[config.mk]
export PLATFORM = sky130hd
export DESIGN_NAME = dmem_ctrl
export DESIGN_NICKNAME = d
export VERILOG_FILES = /design/src/rtl/dmem_ctrl_pkg.sv /design/src/rtl/dmem_lane_align.sv /design/src/rtl/dmem_ctrl.sv
export SDC_FILE = /design/constraint.sdc
export NUM_CORES = 1
export LEC_CHECK = 0
export ABC_CLOCK_PERIOD_IN_PS = 7500
export BUFFER_PORTS_ARGS = -buffer_cell sky130_fd_sc_hd__buf_2
export CAP_MARGIN = 10
export CORE_ASPECT_RATIO = 0.8
export CORE_UTILIZATION = 50
export CTS_BUF_LIST = sky130_fd_sc_hd__clkbuf_4
export DETAILED_ROUTE_END_ITERATION = 6
export PLACE_DENSITY = 0.85
export SYNTH_ARGS = -nofsm -noshare
export SYNTH_HDL_FRONTEND = slang
export SYNTH_SLANG_ARGS = --single-unit
[constraint.sdc]
create_clock -name i_clock -period 7.5 [get_ports i_clock]
set_clock_uncertainty 0.2 [all_clocks]
set_input_delay 0.75 -clock i_clock [delete_from_list [all_inputs] [get_ports i_clock]]
set_output_delay 0.75 -clock i_clock [all_outputs]
set_load 0.02 [all_outputs]
[src/rtl/dmem_ctrl_pkg.sv]
// Shared types and constants for the data-memory access controller.
package dmem_ctrl_pkg;

  localparam int unsigned NB_DMEM_ADDR = 10;

  typedef enum logic [1:0] {
    SZ_BYTE = 2'b00,
    SZ_HALF = 2'b01,
    SZ_WORD = 2'b10
  } dmem_size_t;

  typedef enum logic [1:0] {
    IDLE,
    ISSUE,
    WAIT,
    RESP
  } dmem_state_t;

endpackage

[src/rtl/dmem_lane_align.sv]
// Combinational byte-lane logic: enables, store-data shift, load-data
// right-justify/mask and misalignment detection for a 32-bit word.
module dmem_lane_align
  import dmem_ctrl_pkg::*;
(
  input  logic [1:0]  size_i,
  input  logic [1:0]  addr_lo_i,
  input  logic [31:0] wdata_i,
  input  logic [31:0] mem_rdata_i,
  output logic [3:0]  be_o,
  output logic [31:0] wdata_o,
  output logic [31:0] rdata_o,
  output logic        misalign_o
);

  logic [3:0]  be_base;
  logic [31:0] dmask;
  logic [4:0]  shamt;

  always_comb begin
    be_base    = 4'b1111;
    dmask      = '1;
    misalign_o = (addr_lo_i != 2'b00);
    case (size_i)
      SZ_BYTE: begin
        be_base    = 4'b0001;
        dmask      = 32'h0000_00FF;
        misalign_o = 1'b0;
      end
      SZ_HALF: begin
        be_base    = 4'b0011;
        dmask      = 32'h0000_FFFF;
        misalign_o = addr_lo_i[0];
      end
      default: ; // 2'b10 and 2'b11 both behave as a word access
    endcase
    shamt   = {addr_lo_i, 3'b000};
    be_o    = be_base << addr_lo_i;
    wdata_o = wdata_i << shamt;
    rdata_o = (mem_rdata_i >> shamt) & dmask;
  end

endmodule

[src/rtl/dmem_ctrl.sv]
// Data-memory access controller in front of a word-wide synchronous SRAM.
// Optional statistics counters are built when DMEM_STATS_EN is defined.
module dmem_ctrl
  import dmem_ctrl_pkg::*;
#(
  parameter int unsigned NB_ADDR     = 32,
  parameter int unsigned NB_WORD     = 32,
  parameter int unsigned NB_MEM_ADDR = NB_DMEM_ADDR,
  parameter int unsigned MEM_LATENCY = 1
) (
  input  logic                   i_clock,
  input  logic                   i_reset,
  input  logic                   i_req_valid,
  input  logic                   i_req_wr,
  input  logic [NB_ADDR-1:0]     i_req_addr,
  input  logic [NB_WORD-1:0]     i_req_wdata,
  input  logic [1:0]             i_req_size,
  output logic                   o_req_ready,
  output logic                   o_rsp_valid,
  output logic [NB_WORD-1:0]     o_rsp_rdata,
  output logic                   o_rsp_err,
  output logic                   o_mem_cs,
  output logic                   o_mem_we,
  output logic [3:0]             o_mem_be,
  output logic [NB_MEM_ADDR-1:0] o_mem_addr,
  output logic [NB_WORD-1:0]     o_mem_wdata,
  input  logic [NB_WORD-1:0]     i_mem_rdata,
  output logic [31:0]            o_stat_rd_cnt,
  output logic [31:0]            o_stat_wr_cnt,
  output logic [31:0]            o_stat_stall_cnt
);

  localparam logic [3:0] CNT_INIT = 4'(MEM_LATENCY - 1);

  dmem_state_t              state_q, state_d;
  logic                     wr_q, wr_d;
  logic [NB_MEM_ADDR+1:0]   addr_q, addr_d;
  logic [NB_WORD-1:0]       wdata_q, wdata_d;
  logic [1:0]               size_q, size_d;
  logic [3:0]               cnt_q, cnt_d;
  logic [NB_WORD-1:0]       rdata_q, rdata_d;
  logic                     err_q, err_d;

  logic [1:0]   al_size;
  logic [1:0]   al_addr;
  logic [3:0]   al_be;
  logic [31:0]  al_wdata;
  logic [31:0]  al_rdata;
  logic         al_misalign;
  logic         unused_addr_hi;

  // Bits above the SRAM word address wrap around and are never stored.
  assign unused_addr_hi = ^i_req_addr[NB_ADDR-1:NB_MEM_ADDR+2];

  // In IDLE the lane logic sees the live request so misalignment is
  // known in the accept cycle; afterwards it sees the latched request.
  assign al_size = (state_q == IDLE) ? i_req_size      : size_q;
  assign al_addr = (state_q == IDLE) ? i_req_addr[1:0] : addr_q[1:0];

  dmem_lane_align u_lane_align (
    .size_i      (al_size),
    .addr_lo_i   (al_addr),
    .wdata_i     (wdata_q),
    .mem_rdata_i (i_mem_rdata),
    .be_o        (al_be),
    .wdata_o     (al_wdata),
    .rdata_o     (al_rdata),
    .misalign_o  (al_misalign)
  );

  always_ff @(posedge i_clock or negedge i_reset) begin
    if (!i_reset) begin
      state_q <= IDLE;
      wr_q    <= 1'b0;
      addr_q  <= '0;
      wdata_q <= '0;
      size_q  <= '0;
      cnt_q   <= '0;
      rdata_q <= '0;
      err_q   <= 1'b0;
    end else begin
      state_q <= state_d;
      wr_q    <= wr_d;
      addr_q  <= addr_d;
      wdata_q <= wdata_d;
      size_q  <= size_d;
      cnt_q   <= cnt_d;
      rdata_q <= rdata_d;
      err_q   <= err_d;
    end
  end

  always_comb begin
    state_d     = state_q;
    wr_d        = wr_q;
    addr_d      = addr_q;
    wdata_d     = wdata_q;
    size_d      = size_q;
    cnt_d       = cnt_q;
    rdata_d     = rdata_q;
    err_d       = err_q;
    o_req_ready = 1'b0;
    o_rsp_valid = 1'b0;
    o_mem_cs    = 1'b0;
    o_mem_we    = 1'b0;
    o_mem_be    = '0;
    o_mem_addr  = '0;
    o_mem_wdata = '0;
    case (state_q)
      IDLE: begin
        o_req_ready = 1'b1;
        if (i_req_valid) begin
          wr_d    = i_req_wr;
          addr_d  = i_req_addr[NB_MEM_ADDR+1:0];
          wdata_d = i_req_wdata;
          size_d  = i_req_size;
          rdata_d = '0;
          err_d   = al_misalign;
          state_d = al_misalign ? RESP : ISSUE;
        end
      end
      ISSUE: begin
        o_mem_cs    = 1'b1;
        o_mem_we    = wr_q;
        o_mem_be    = al_be;
        o_mem_addr  = addr_q[NB_MEM_ADDR+1:2];
        o_mem_wdata = al_wdata;
        if (wr_q) begin
          state_d = RESP;
        end else begin
          cnt_d   = CNT_INIT;
          state_d = WAIT;
        end
      end
      WAIT: begin
        if (cnt_q == '0) begin
          rdata_d = al_rdata;
          state_d = RESP;
        end else begin
          cnt_d = cnt_q - 4'd1;
        end
      end
      RESP: begin
        o_rsp_valid = 1'b1;
        rdata_d     = '0;
        err_d       = 1'b0;
        state_d     = IDLE;
      end
      default: state_d = IDLE;
    endcase
  end

  assign o_rsp_rdata = rdata_q;
  assign o_rsp_err   = err_q;

`ifdef DMEM_STATS_EN
  logic [31:0] rd_cnt_q, wr_cnt_q, stall_cnt_q;

  always_ff @(posedge i_clock or negedge i_reset) begin
    if (!i_reset) begin
      rd_cnt_q    <= '0;
      wr_cnt_q    <= '0;
      stall_cnt_q <= '0;
    end else begin
      if (state_q == ISSUE && !wr_q && rd_cnt_q != '1) rd_cnt_q <= rd_cnt_q + 32'd1;
      if (state_q == ISSUE && wr_q && wr_cnt_q != '1)  wr_cnt_q <= wr_cnt_q + 32'd1;
      if (i_req_valid && !o_req_ready && stall_cnt_q != '1) stall_cnt_q <= stall_cnt_q + 32'd1;
    end
  end

  assign o_stat_rd_cnt    = rd_cnt_q;
  assign o_stat_wr_cnt    = wr_cnt_q;
  assign o_stat_stall_cnt = stall_cnt_q;
`else
  assign o_stat_rd_cnt    = '0;
  assign o_stat_wr_cnt    = '0;
  assign o_stat_stall_cnt = '0;
`endif

endmodule

After elaboration in Yosys (flattened, before gate mapping)
Index checks and enable logic that the tools add are counted.

cells by class
  shift operators = 3
  multiplexer cells = 25
  bitwise gates (word level) = 1
  equality and inequality tests = 8
  $add $sub $neg = 1
  reductions and logical operators = 12

operators with widths
  cell                   count
  $mux W32               3
  $pmux W32 S3           1
  $pmux W32 S2           1
  $and A32 B32 Y32       1
  $shl A32 B5 Y32        1
  $shr A32 B5 Y32        1
  $pmux W4 S2            2
  $mux W4                3
  $mux W10               1
  $mux W2                5
  $ne A2 B2 Y1 const B   4
  $pmux W2 S4            1
  $mux W1                6
  $reduce_and A2 Y1      3
  $reduce_and A3 Y1      2
  $reduce_bool A2 Y1     3
  $eq A2 B1 Y1 const B   2
  $eq A2 B2 Y1 const B   2
  $logic_not A2 Y1       2
  $logic_not A4 Y1       1
  $pmux W1 S2            2
  $shl A4 B2 Y4          1
  $sub A4 B1 Y4 const B  1
  $reduce_bool A3 Y1     1

storage, ports and cells
  output and inout bits = 179
  logic and storage cells = 58
  bits in registers = 86
  input bits = 102

Longest topological paths before layout
  word-level depth = 7
  depth in mapped cells = 9

Hierarchy
A second synthesis with hierarchy kept.

unflattened totals
  cells, all modules = 675
  area total of the unflattened synthesis = 6269.8 um^2

by module, submodules not included
  module           sequential area each (um^2)  instances  area each (um^2)  cells each
  dmem_ctrl        2152.1                       1          5069.9            489
  dmem_lane_align  0.0                          1          1199.9            186

Worst setup path after synthesis
OpenSTA, ideal clock, no wires.

  path kind = reg2out
  start = reg state_q[0]
  end = out o_mem_wdata[27]
  required time = 6550 ps
  slack = 4260 ps
  arrival time = 2290 ps
  stages on the path, launching flop included = 8
  cell sequence = dfrtp_1 -> inv_1 -> ha_1 -> buf_2 -> mux2i_4 -> buf_4 -> mux4_2 -> and2_1

between the ends
  longest elaborated chain between the ends = 4
  elaborated cells on any way between the ends = 5
  classes of those cells = 1 x eq/ne; 1 x shift; 2 x mux; 1 x reduce/logical

RTL lines
  item                    RTL line               text
  start, declared         dmem_ctrl.sv:35        dmem_state_t state_q, state_d;
  start signal, assigned  dmem_ctrl.sv:82        state_q <= state_d;
  $logic_not A2 Y1        dmem_ctrl.sv:58        assign al_addr = (state_q == IDLE) ? i_req_addr[1:0] : addr_q[1:0];
  $mux W2                 dmem_ctrl.sv:58
  $shl A32 B5 Y32         dmem_lane_align.sv:39  wdata_o = wdata_i << shamt;
  $mux W32 *              dmem_ctrl.sv:109       case (state_q)
  end, declared           dmem_ctrl.sv:26        output logic [NB_WORD-1:0] o_mem_wdata,

Every way passes the cells marked *; elsewhere a longest branch is shown, timed or not.

Worst setup path in the final report
  start = reg state_q[0]
  end = out o_mem_wdata[23]

The elaborated chain is that of the path after synthesis.

==> metrics.md <==
| Metric | Value |
|---|---|
| Status | `finished, final reports clean` |
| Worst min path class | `in2async` |
| Min Tclk post-route | `4680 ps` |
| MaxCap Viol Count | `0` |
| WP data arrival | `3730 ps` |
| Yosys warns | `0` |
| Achievable Freq | `roughly 210 MHz` |
| WL per Instance | `17.0 µm` |
| Main flop type after synthesis | `dfrtp_1` |
| Final setup vio count | `0` |
| Seq/Total Area, Yosys | `39.7%` |
| R2r endpoint | `o_rsp_rdata[9]` |
| Area of the die | `11300 µm²` |
| Antenna Nets Post-Route | `0` |
| Worst Setup SP | `state_q[0]` |
| Antenna violations before repair | `0` |
| Via Count | `4290` |
| Number of DRC markers in iteration 0 | `174` |
| Syn Inst Count | `522` |
| GRT Total Usage | `24.5%` |
| Worst skew pair latency | `430 ps` |
| Commonest non-fill, non-tap cell in the layout | `buf_2` |
| Final Hold Viols | `0` |
| Most frequent cells in the layout | `buf_2 (163), conb_1 (96), dfrtp_1 (86), mux2_2 (64), nand2_1 (56)` |
| CP endpoint kind | `primary output` |
| Final WL | `roughly 14000 µm` |
| Drt via density | `roughly 5.3` |
| Synth area leaders | `dfrtp_1 (40%), buf_4 (14%), mux2_2 (13%), nand2_1 (3.9%), mux2i_1 (3.7%)` |
| Clock sink count | `86` |
| Global-route wire length before repair | `21300 µm` |
| Post-CTS setup buffers | `0` |
| Synth top area share | `approximately two fifths` |
| DR DRC count | `0` |
| Seq cells post-synth | `86` |
| EDFF count, synth | `0` |
| Worst flop-to-flop path startpoint | `state_q[0]` |
| Post-layout nets | `777` |
| Grt ovf | `0` |
| Row count | `33` |
| Clock transition at path regs | `120 ps` |
| CP Max Fanout | `20` |
| Crit Path Category | `reg2out` |
| DIE WIDTH | `around 120 µm` |
| Initial core utilization | `52.1%` |
| Setup total negative slack | `0 ps` |
| Total CTS buffers | `9` |
| # IOs | `281` |
| Gpl congestion | `around 0.81` |
| Root buffer cell | `clkbuf_4` |
| Pwr per Cell Area | `between 400 and 500 nW/µm²` |
| Area Overhead vs Synth | `12.4%` |
| Final HPWL DP | `9910 µm` |
| Vias in the first global route | `4265` |
| Reg2reg setup slack | `3700 ps` |
| Cell area after synthesis | `~5400 µm²` |
| Crit path to | `o_mem_wdata[23]` |
| Startpoint class of the critical path | `flop` |
| Hold_buf cts | `0` |
| FFs w/ async S/R, synth | `100%` |
| Port buffer count | `164` |
| Largest net degree at the start of global routing | `87` |
| Final Max Slew Viols | `0` |
| TritonCTS clock tree | `yes` |
| Hold slack | `287 ps` |
| Layout cells sized above 1 | `40.3%` |
| Largest area contributor in the netlist | `dfrtp_1` |
| Post-synthesis average cell area | `10.4 µm²` |
| Tightest Pin Transition | `1120 ps` |
| Peak VDD IR | `0.000248 V` |
| Pleak | `0.00319 µW` |
| # diodes | `0` |
| RSZ-0062 raised after global routing | `false` |
| CTS max path bufs | `2` |
| H-tree lvl count | `3` |
| Post-CTS sizing | `0` |
| Period utilization | `62.4%` |
| First-pass DRT Iterations | `5` |
| Worst Reg-to-Reg Cells | `7` |
| Die Ht | `approximately 95 µm` |
| Library cells used by synthesis | `47` |
| Core Region | `10400 µm²` |
| Max_slew headroom | `25.2%` |
| Worst path required time | `6550 ps` |
==> worst max-delay path, stage by stage, from the launching register on <==
cell and delay (ps):
dfrtp_1 450, inv_1 120, ha_1 640, mux2_2 630, nor2_2 870, a22oi_1 240
nor2_1 150, buf_2 190
==> cell type report <==
class	count	area (µm²)
well taps	140	175
fillers	905	4320
repair buffers	166	838
clock inverters	5	76.3
flip-flops and latches	86	2150
clock buffers	9	67.6
inverters	9	33.8
multi-input cells	398	2750
==> sequential cells by signal, summed over array words and instances, names as in the netlist <==
name / cells
cnt_q: 4
state_q: 2
addr_q: 12
o_rsp_err: 1
o_rsp_rdata: 32
size_q: 2
wr_q: 1
wdata_q: 32
==> cell usage after synthesis, types with 2 or more instances <==
master	n
mux2i_1	20
mux2_2	64
o21a_1	2
a21oi_1	11
nand4b_1	2
nand2_1	57
o21ai_0	10
o221ai_1	9
clkbuf_1	10
and3_1	9
a22oi_1	9
nand2b_1	2
buf_2	11
inv_1	9
a221oi_1	9
buf_1	3
nor2_1	22
dfrtp_1	86
nand4_1	3
nor3_1	10
o21ai_2	10
and2_1	18
buf_4	98
ha_1	5
a31oi_1	3
mux4_2	8
a21o_1	2
==> worst min path at each step <==
stage,depth (start not counted),from,end
floorplan,0,i_reset,addr_q[0]
global placement,2,o_rsp_rdata[19],o_rsp_rdata[19]
detailed placement,2,o_rsp_rdata[21],o_rsp_rdata[21]
CTS,2,o_rsp_rdata[21],o_rsp_rdata[21]
global route,2,i_req_wdata[31],wdata_q[31]
finish,1,i_reset,addr_q[1]
==> routing by layer <==
layer | global-route usage (%) | routed length (µm)
met1 | 28.5 | 5490
met2 | 43.0 | 6920
met3 | 6.64 | 1000
met4 | 10.9 | 409
met5 | 0 | 0
==> kinds of logic (layout without fill, tap and decap cells) <==
family          count (synthesis)  after routing  share of synthesized area, %
other cells                     1             96                        0.0692
fa+ha+maj                       5              5                          1.15
buf+inv                       133            189                          16.5
simple gates                  131            131                          11.7
mux                            93             93                          20.7
compound gates                 73             73                          10.1
flops                          86             86                          39.7
==> per-stage QoR <==
| step | utilization, % | instances | total power, µW | instance area, µm² | setup slack (ps) |
|---|---|---|---|---|---|
| after detailed placement | 57.1 | 799 | 2340 | 5940 | 3360 |
| final | 58.5 | 813 | 2620 | 6090 | 2820 |
| after floorplan | - | 617 | 1950 | 5770 | 4260 |
| after CTS | 58.5 | 813 | 2620 | 6090 | 2850 |
| after global placement | 57.1 | 799 | 2270 | 5940 | 3500 |
| after global routing | 58.5 | 813 | 2790 | 6090 | 2590 |
==> where the power goes <==
group | internal [µW] | switching (µW)
logic | 622 | 929
clock network | 130 | 153
registers | 641 | 141
Power figures use the tool's default switching activity.
